## src/rtl/vga_draw_arbiter.sv

```systemverilog
// Arbitrates pixel bursts from several drawing channels onto one VGA adapter write port.
// One burst is served at a time; the winner streams pixels until last, request drop or idle timeout.
module vga_draw_arbiter #(
  parameter int NUM_CH  = 4,
  parameter int X_W     = 8,
  parameter int Y_W     = 7,
  parameter int COLOR_W = 3,
  parameter int RR_MODE = 0,
  parameter int TIMEOUT = 255
) (
  input  logic                        clock,
  input  logic                        reset,
  input  logic [NUM_CH-1:0]           ch_req,
  input  logic [NUM_CH-1:0]           ch_valid,
  input  logic [NUM_CH-1:0]           ch_last,
  input  logic [NUM_CH*X_W-1:0]       ch_x,
  input  logic [NUM_CH*Y_W-1:0]       ch_y,
  input  logic [NUM_CH*COLOR_W-1:0]   ch_color,
  output logic [NUM_CH-1:0]           grant,
  output logic                        plot,
  output logic [X_W-1:0]              x,
  output logic [Y_W-1:0]              y,
  output logic [COLOR_W-1:0]          color,
  output logic                        busy,
  output logic                        timeout_err
);

  localparam int IDX_W = (NUM_CH > 1) ? $clog2(NUM_CH) : 1;
  localparam int SUM_W = IDX_W + 1;
  localparam logic [16:0] TIMEOUT_C = 17'(TIMEOUT);

  typedef enum logic {IDLE, BURST} state_t;

  state_t               state_q, state_d;
  logic [NUM_CH-1:0]    grant_q, grant_d;
  logic [IDX_W-1:0]     last_winner_q, last_winner_d;
  logic [15:0]          idle_cnt_q, idle_cnt_d;
  logic                 plot_q, plot_d;
  logic [X_W-1:0]       x_q, x_d;
  logic [Y_W-1:0]       y_q, y_d;
  logic [COLOR_W-1:0]   color_q, color_d;
  logic                 timeout_err_q, timeout_err_d;

  logic [X_W-1:0]       x_arr     [NUM_CH];
  logic [Y_W-1:0]       y_arr     [NUM_CH];
  logic [COLOR_W-1:0]   color_arr [NUM_CH];

  generate
    for (genvar gi = 0; gi < NUM_CH; gi++) begin : g_unpack
      assign x_arr[gi]     = ch_x[gi*X_W +: X_W];
      assign y_arr[gi]     = ch_y[gi*Y_W +: Y_W];
      assign color_arr[gi] = ch_color[gi*COLOR_W +: COLOR_W];
    end
  endgenerate

  // last_winner_q only changes on burst entry, so it names the granted channel while in BURST.
  logic [IDX_W-1:0] sel;
  logic             accept;
  logic [16:0]      cnt_inc;

  assign sel     = last_winner_q;
  assign accept  = (state_q == BURST) && ch_valid[sel];
  assign cnt_inc = {1'b0, idle_cnt_q} + 17'd1;

  logic [IDX_W-1:0] winner;
  logic [SUM_W-1:0] rr_sum;
  logic [IDX_W-1:0] rr_idx;

  always_comb begin
    winner = '0;
    rr_sum = '0;
    rr_idx = '0;
    if (RR_MODE == 0) begin
      for (int i = NUM_CH - 1; i >= 0; i--) begin
        if (ch_req[i]) winner = IDX_W'(i);
      end
    end else begin
      // Scan from farthest to nearest so the nearest requester after last_winner wins.
      for (int k = NUM_CH; k >= 1; k--) begin
        rr_sum = {1'b0, last_winner_q} + SUM_W'(k);
        if (rr_sum >= SUM_W'(NUM_CH)) rr_idx = IDX_W'(rr_sum - SUM_W'(NUM_CH));
        else                           rr_idx = rr_sum[IDX_W-1:0];
        if (ch_req[rr_idx]) winner = rr_idx;
      end
    end
  end

  always_comb begin
    state_d       = state_q;
    grant_d       = grant_q;
    last_winner_d = last_winner_q;
    idle_cnt_d    = idle_cnt_q;
    plot_d        = 1'b0;
    x_d           = x_q;
    y_d           = y_q;
    color_d       = color_q;
    timeout_err_d = 1'b0;
    case (state_q)
      IDLE: begin
        grant_d    = '0;
        idle_cnt_d = '0;
        if (|ch_req) begin
          state_d       = BURST;
          last_winner_d = winner;
          grant_d       = {{(NUM_CH-1){1'b0}}, 1'b1} << winner;
        end
      end
      BURST: begin
        if (accept) begin
          plot_d     = 1'b1;
          x_d        = x_arr[sel];
          y_d        = y_arr[sel];
          color_d    = color_arr[sel];
          idle_cnt_d = '0;
        end else begin
          idle_cnt_d = cnt_inc[15:0];
        end
        // Release precedence: last, then timeout, then request drop.
        if (accept && ch_last[sel]) begin
          state_d = IDLE;
          grant_d = '0;
        end else if (!accept && (cnt_inc == TIMEOUT_C)) begin
          state_d       = IDLE;
          grant_d       = '0;
          timeout_err_d = 1'b1;
        end else if (!ch_req[sel]) begin
          state_d = IDLE;
          grant_d = '0;
        end
      end
      default: begin
        state_d = IDLE;
        grant_d = '0;
      end
    endcase
  end

  always_ff @(posedge clock) begin
    if (reset) begin
      state_q       <= IDLE;
      grant_q       <= '0;
      last_winner_q <= IDX_W'(NUM_CH - 1);
      idle_cnt_q    <= '0;
      plot_q        <= 1'b0;
      x_q           <= '0;
      y_q           <= '0;
      color_q       <= '0;
      timeout_err_q <= 1'b0;
    end else begin
      state_q       <= state_d;
      grant_q       <= grant_d;
      last_winner_q <= last_winner_d;
      idle_cnt_q    <= idle_cnt_d;
      plot_q        <= plot_d;
      x_q           <= x_d;
      y_q           <= y_d;
      color_q       <= color_d;
      timeout_err_q <= timeout_err_d;
    end
  end

  assign grant       = grant_q;
  assign plot        = plot_q;
  assign x           = x_q;
  assign y           = y_q;
  assign color       = color_q;
  assign busy        = (state_q == BURST);
  assign timeout_err = timeout_err_q;

endmodule
```

## config.mk

```make
export PLATFORM = sky130hd
export DESIGN_NAME = vga_draw_arbiter
export DESIGN_NICKNAME = d
export VERILOG_FILES = /design/src/rtl/vga_draw_arbiter.sv
export SDC_FILE = /design/constraint.sdc
export NUM_CORES = 1
export LEC_CHECK = 0
export ABC_AREA = 1
export BUFFER_PORTS_ARGS = -buffer_cell sky130_fd_sc_hd__buf_4
export CAP_MARGIN = 20
export CORE_MARGIN = 2
export CORE_UTILIZATION = 44
export CTS_BUF_LIST = sky130_fd_sc_hd__clkbuf_4
export DETAILED_ROUTE_END_ITERATION = 6
export GPL_ROUTABILITY_DRIVEN = 0
export HOLD_SLACK_MARGIN = 0.08
export PLACE_DENSITY = 0.8
export SYNTH_ARGS = -nofsm -noshare
export SYNTH_HDL_FRONTEND = slang
export SYNTH_SLANG_ARGS = --single-unit
```

## constraint.sdc

```tcl
create_clock -name clock -period 1.6 [get_ports clock]
set_input_delay 0.32 -clock clock [delete_from_list [all_inputs] [get_ports clock]]
set_output_delay 0.32 -clock clock [all_outputs]
set_load 0.01 [all_outputs]
```

==> reports/metrics.csv, run 1 <==
metric,value,unit
DPL Wire Length,6213,um
IO Count,111,
area delta synth->final,50.88,%
via count,3124,
failing checks,setup timing,
core area,0.005473,mm^2
Iter 0 DRT Violations,209,
Tmin final,1.706,ns
worst-margin pin slew,0.3035,ns
Post-Place Cells,576,
Post-Syn Nets,481,
worst endpoint required time,1.84,ns
Synth warnings,0,
chip height,79.06,um
r2r setup slk,-0.11,ns
sequential share of the synthesized area,0.3473,
drt total wl,8069,um
Slew headroom,0.7977,
"commonest non-fill, non-tap cell in the layout",buf_4,
"Slew Viols, Final",0,
Clock Path Buffers,2,
"CTS clk-pin slew, worst paths",0.13,ns
Peak VDD IR,430.8,uV
H-tree depth,2,
ANT cells,0,
Netlist cell types,24,
Hold Fails Final Rpt,0,
Worst Path Max Fanout,6,
Worst Setup End Kind,flip-flop,
average wire per standard cell,13.70,um
"Cell Area, Synth",0.002479,mm^2
Placement Rows,27,
PnR worst setup slack,-0.1060,ns
antenna violations before repair,0,
nets,604,
Via density,5.304,
vias in the first global route,2952,
Leak,1.622,nW
Cells after Synth,393,
crit start category,flip-flop,
ratio of cells with drive above 1 in the final layout,0.3462,
first-pass GRT wire length,13000,um
Worst Clk Skew,0.01597,ns
root buf cell,clkbuf_4,
final setup vio count,6,
die area,0.006250,mm^2
Die Wd,79.06,um
Clock Latency Late Sink,0.36,ns
RSZ-0062 raised after global routing,true,
DRC Markers,0,
PD cells,748.2,mW/mm^2
"Period Utilization, post-route",1.066,
Fmax,586.2,MHz
total of max-cap violations,0,
most frequent cells in the layout,"135 x buf_4, 68 x nor2_1, 67 x nand2_1",
critical path arrival,1.95,ns
filler-free cell count of the finished design,589,
CTS sink count,43,
Avg Inst Size Synth,6.307,um^2
largest net degree at the start of global routing,27,
Detailed Routing Iterations Pass 1,5,
total routing usage reported by global routing,0.2611,
number of fill cells,482,
Worst Hold Class,in -> reg,
global route overflow,0,
number of synthesized register bits,43,
CTS tree,built,
# port buffers,110,
worst hold slack,0.2265,ns
antenna violation net count after detailed routing,0,
Starting Density,0.4529,
number of CTS-inserted buffers,5,
outcome,"complete, but fails checks",
Setup CP Type,reg -> reg,
[where the power goes]
| part | switching, mW | internal, mW |
|---|---|---|
| combinational | 0.400 | 0.381 |
| sequential | 0.0385 | 1.12 |
| clock | 0.372 | 0.486 |
[cells in the mapped netlist (all sizes together)]
library cell	n	area, um^2
o21ai	44	220.2
clkbuf	11	41.29
xnor2	1	8.760
o22ai	20	125.1
nor3	2	10.01
nand2	72	277.8
nand4	6	37.54
o211ai	1	7.510
a31oi	1	6.260
dfxtp	43	860.8
nor2	79	319.1
inv	31	116.4
ha	2	25.02
xor2	2	17.52
a21oi	28	140.1
buf	12	65.06
nand3	38	200.2
[layer usage]
metal  up-vias  track usage  share of wire
met3        19      0.06818          0.079
li1       1548            -              -
met5         -            0              0
met4         0       0.1034          0.028
met2       134       0.4475           0.49
met1      1423       0.3106           0.40
[worst max-delay path: stages, from the launching register on]
cell     delay [ns]
dfxtp_4        0.39
buf_6          0.11
nand2_4        0.05
nor2_4         0.17
nand2_2        0.09
nor2_1         0.11
nor2_1         0.04
nor2_1         0.13
nand2_1        0.08
nor2_2         0.11
nand3_2        0.14
nand3_1        0.10
a21oi_1        0.06
[area by class of cell]
cell class / count / area, um^2 / share of cell area
clock inverters: 3 / 67.56 / 0.01807
multi-input cells: 296 / 1478 / 0.3951
inverters: 31 / 116.4 / 0.03111
well taps: 72 / 90.09 / 0.02409
repair buffers: 139 / 1076 / 0.2877
flip-flops and latches: 43 / 874.6 / 0.2339
clock buffers: 5 / 37.54 / 0.01004
[through the flow]
| step | power (mW) | util | setup WS, ns | TNS (ns) | cell area (um^2) |
|---|---|---|---|---|---|
| final | 2.798 | 0.6834 | -0.1060 | -0.5132 | 3740 |
| after global routing | 2.940 | 0.6834 | -0.2486 | -1.383 | 3740 |
| after CTS | 2.807 | 0.6783 | -0.1060 | -0.5316 | 3712 |
| after detailed placement | 1.951 | 0.6415 | -0.1217 | -0.7011 | 3511 |
| after global placement | 1.934 | 0.6415 | -0.04656 | -0.2194 | 3511 |
| after floorplan | 1.576 | - | 0.01344 | 0 | 2496 |
[cell families (layout without fill, tap and decap cells)]
group / count (synthesis) / count (layout) / share of synthesized area
and+or+nand+nor: 197 / 197 / 0.3407
adders and majority gates: 2 / 2 / 0.01009
DFF: 43 / 43 / 0.3473
xor gates and xnor gates: 3 / 3 / 0.01060
AOI/OAI and AO/OA: 94 / 94 / 0.2014
buffers and inverters: 54 / 178 / 0.08985
[final timing paths]
path	from	endpoint	cells after the start
max	idle_cnt_q[1]	grant[2]	12
min	ch_req[1]	last_winner_q[0]	3
max reg2reg	idle_cnt_q[1]	grant[2]	12
min reg2reg	x[5]	x[5]	2
[registers in the layout (all words and copies together) (netlist names)]
register	count
busy	1
grant	4
color	3
last_winner_q	2
plot	1
idle_cnt_q	16
timeout_err	1
y	7
x	8
[repair_timing]
action | 4_1_cts | 5_1_grt
gates resized for setup | 15 | 11
hold buffers | 0 | 0
setup buffers | 4 | 1
setup endpoints to repair | 41 | 41
pin swaps | 5 | 5
Note: power is estimated with default switching activity, not from simulation.
==> run 2, diff against run 1 <==
--- a/config.mk
+++ b/config.mk
@@ -8,6 +8,7 @@
 export ABC_AREA = 1
 export BUFFER_PORTS_ARGS = -buffer_cell sky130_fd_sc_hd__buf_4
 export CAP_MARGIN = 20
+export CORE_ASPECT_RATIO = 0.6
 export CORE_MARGIN = 2
 export CORE_UTILIZATION = 44
 export CTS_BUF_LIST = sky130_fd_sc_hd__clkbuf_4
==> run 2 against run 1 <==
Compared with the run above:
- design area is 3.5% higher
- hold slack got worse by 0.030 ns
- fmax down 7.8%
- critical path depth decreased by 2
- register-to-register slack worse by 0.14 ns
- die area grew 0.31%
- clock-buffer cell count increased by 2
- the flow still finishes with violations (setup timing)
- clock skew fell by 0.0083 ns
==> reports/metrics.csv, run 2 (same netlist as run 1, synthesis figures left out) <==
metric,value,unit,change
CTS tree,built,,
worst path bufs/invs,1,,unchanged
hold buffer count at cts,0,,unchanged
area delta synth->final,56.23,%,
failing checks,setup timing,,
first-pass GRT wire length,14080,um,+8.3%
final setup vio count,6,,unchanged
antenna violation net count after detailed routing,0,,unchanged
CP Cell Sequence,buf_4 -> nand3_2 -> nor2_4 -> nand4_1 -> nand2_1 -> nand3_2 -> nor2_4 -> nand3_4 -> nand3_2 -> a21oi_2,,
outcome,"complete, but fails checks",,
# port buffers,110,,unchanged
DRC Markers,0,,unchanged
number of fill cells,438,,-9.1%
Setup TNS,-1.357,ns,-0.8436 ns
chip height,62.14,um,-21%
CP dominant cell by count,nand3_2,,
filler-free cell count of the finished design,594,,+0.85%
antenna violations before repair,0,,unchanged
root buf cell,clkbuf_4,,
Tmin final,1.851,ns,+0.1448 ns
Clock Latency Late Sink,0.36,ns,about the same
IO Count,111,,unchanged
average wire per standard cell,16.17,um,+18%
total of max-cap violations,0,,unchanged
Hold Fails Final Rpt,0,,unchanged
final instance area,0.003872,mm^2,+3.5%
largest net degree at the start of global routing,41,,+52%
Worst Hold Class,in -> reg,,
critical path's slowest cell,dfxtp_4,,
Detailed Routing Iterations Pass 1,6,,+1
drt total wl,9606,um,+19%
Iter 0 DRT Violations,357,,+71%
Worst Path Max Fanout,5,,-1
worst hold slack,0.1967,ns,-0.02976 ns
"Slew Viols, Final",0,,unchanged
Placement Rows,21,,-22%
Clock Path Buffers,2,,unchanged
placed inst area,0.003530,mm^2,+0.53%
vias in the first global route,3103,,+5.1%
Die Wd,100.9,um,+28%
H-tree depth,2,,unchanged
max FFs per register,16,,unchanged
Worst Setup End Kind,flip-flop,,
PnR worst setup slack,-0.2509,ns,-0.1448 ns
Fmax,540.3,MHz,-7.8%
critical path arrival,2.10,ns,+0.15 ns
DPL Wire Length,6265,um,+0.83%
Setup CP Type,reg -> reg,,
number of CTS-inserted buffers,5,,unchanged
Leak,1.662,nW,+2.4%
PD cells,650.7,mW/mm^2,-13%
worst-margin pin slew,0.3330,ns,+0.02954 ns
Post-Place Cells,576,,unchanged
ANT cells,0,,unchanged
final core occ,0.7052,,+0.02182
"commonest non-fill, non-tap cell in the layout",buf_4,,
nets,612,,+1.3%
crit start category,flip-flop,,
die area,0.006269,mm^2,+0.31%
worst endpoint required time,1.85,ns,about the same
DP Worst Slack,-0.2127,ns,-0.09102 ns
Worst Clk Skew,0.007689,ns,-0.008284 ns
core area,0.005492,mm^2,+0.34%
Peak VDD IR,405.3,uV,-5.9%
Starting Density,0.4514,,-0.001548
ratio of cells with drive above 1 in the final layout,0.3943,,+0.04806
Via density,5.702,,+7.5%
Pwr Total,2.520,mW,-9.9%
CTS sink count,43,,unchanged
Worst path max stage delay,0.41,ns,+0.02 ns
"Most flops, register",idle_cnt_q,,
Slew headroom,0.7772,,-0.02044
cell family contributing the most delay on the critical path,simple AND/OR/NAND/NOR gates,,
global route overflow,0,,unchanged
most frequent cells in the layout,"140 x buf_4, 68 x nor2_1, 62 x nand2_1",,
total routing usage reported by global routing,0.2741,,+0.01309
RSZ-0062 raised after global routing,true,,
via count,3387,,+8.4%
"CTS clk-pin slew, worst paths",0.13,ns,about the same
"Period Utilization, post-route",1.157,,+0.09051
## run 2: changes by cell type in the layout (fill, tap and decap cells not counted), sizes merged
cell / delta
clkbuf: +2
clkinvlp: -1
clkinv: +1
bufinv: -2
buf: +8
## run 2: path summary, 6_finish.rpt
check | start | endpoint | cells after the start | slack, ns
max | idle_cnt_q[1] | grant[0] | 10 | -0.25
min | reset | x[3] | 2 | 0.20
max reg2reg | idle_cnt_q[1] | grant[0] | 10 | -0.25
min reg2reg | color[2] | color[2] | 2 | 0.47
## run 2: cell type report
type / count / area [um^2] / area share
clock inverter: 1 / 5.005 / 0.001292
multi-input combinational: 296 / 1570 / 0.4055
tap: 69 / 86.33 / 0.02229
sequential: 43 / 885.9 / 0.2288
inverter: 31 / 116.4 / 0.03005
clock buffer: 7 / 52.55 / 0.01357
timing repair buffer: 147 / 1156 / 0.2985
## run 2: metal layers
| metal | part of all wire | wire length [um] | track usage | up-vias |
|---|---|---|---|---|
| li1 | - | - | - | 1569 |
| met1 | 0.41 | 3978 | 0.3686 | 1557 |
| met2 | 0.46 | 4385 | 0.4317 | 207 |
| met3 | 0.089 | 856 | 0.06532 | 54 |
| met4 | 0.040 | 386 | 0.09459 | 0 |
| met5 | 0 | 0 | 0 | - |
## run 2: power breakdown
part | switching (mW) | internal [mW] | total (mW)
clock | 0.357 | 0.206 | 0.563
sequential | 0.0437 | 1.12 | 1.16
combinational | 0.413 | 0.384 | 0.796
## run 2: timing repair
item	in CTS	in global routing
resized for setup	32	27
pin swaps	15	12
gates cloned	0	0
setup buffers	6	4
endpoints found under the setup margin	6	27
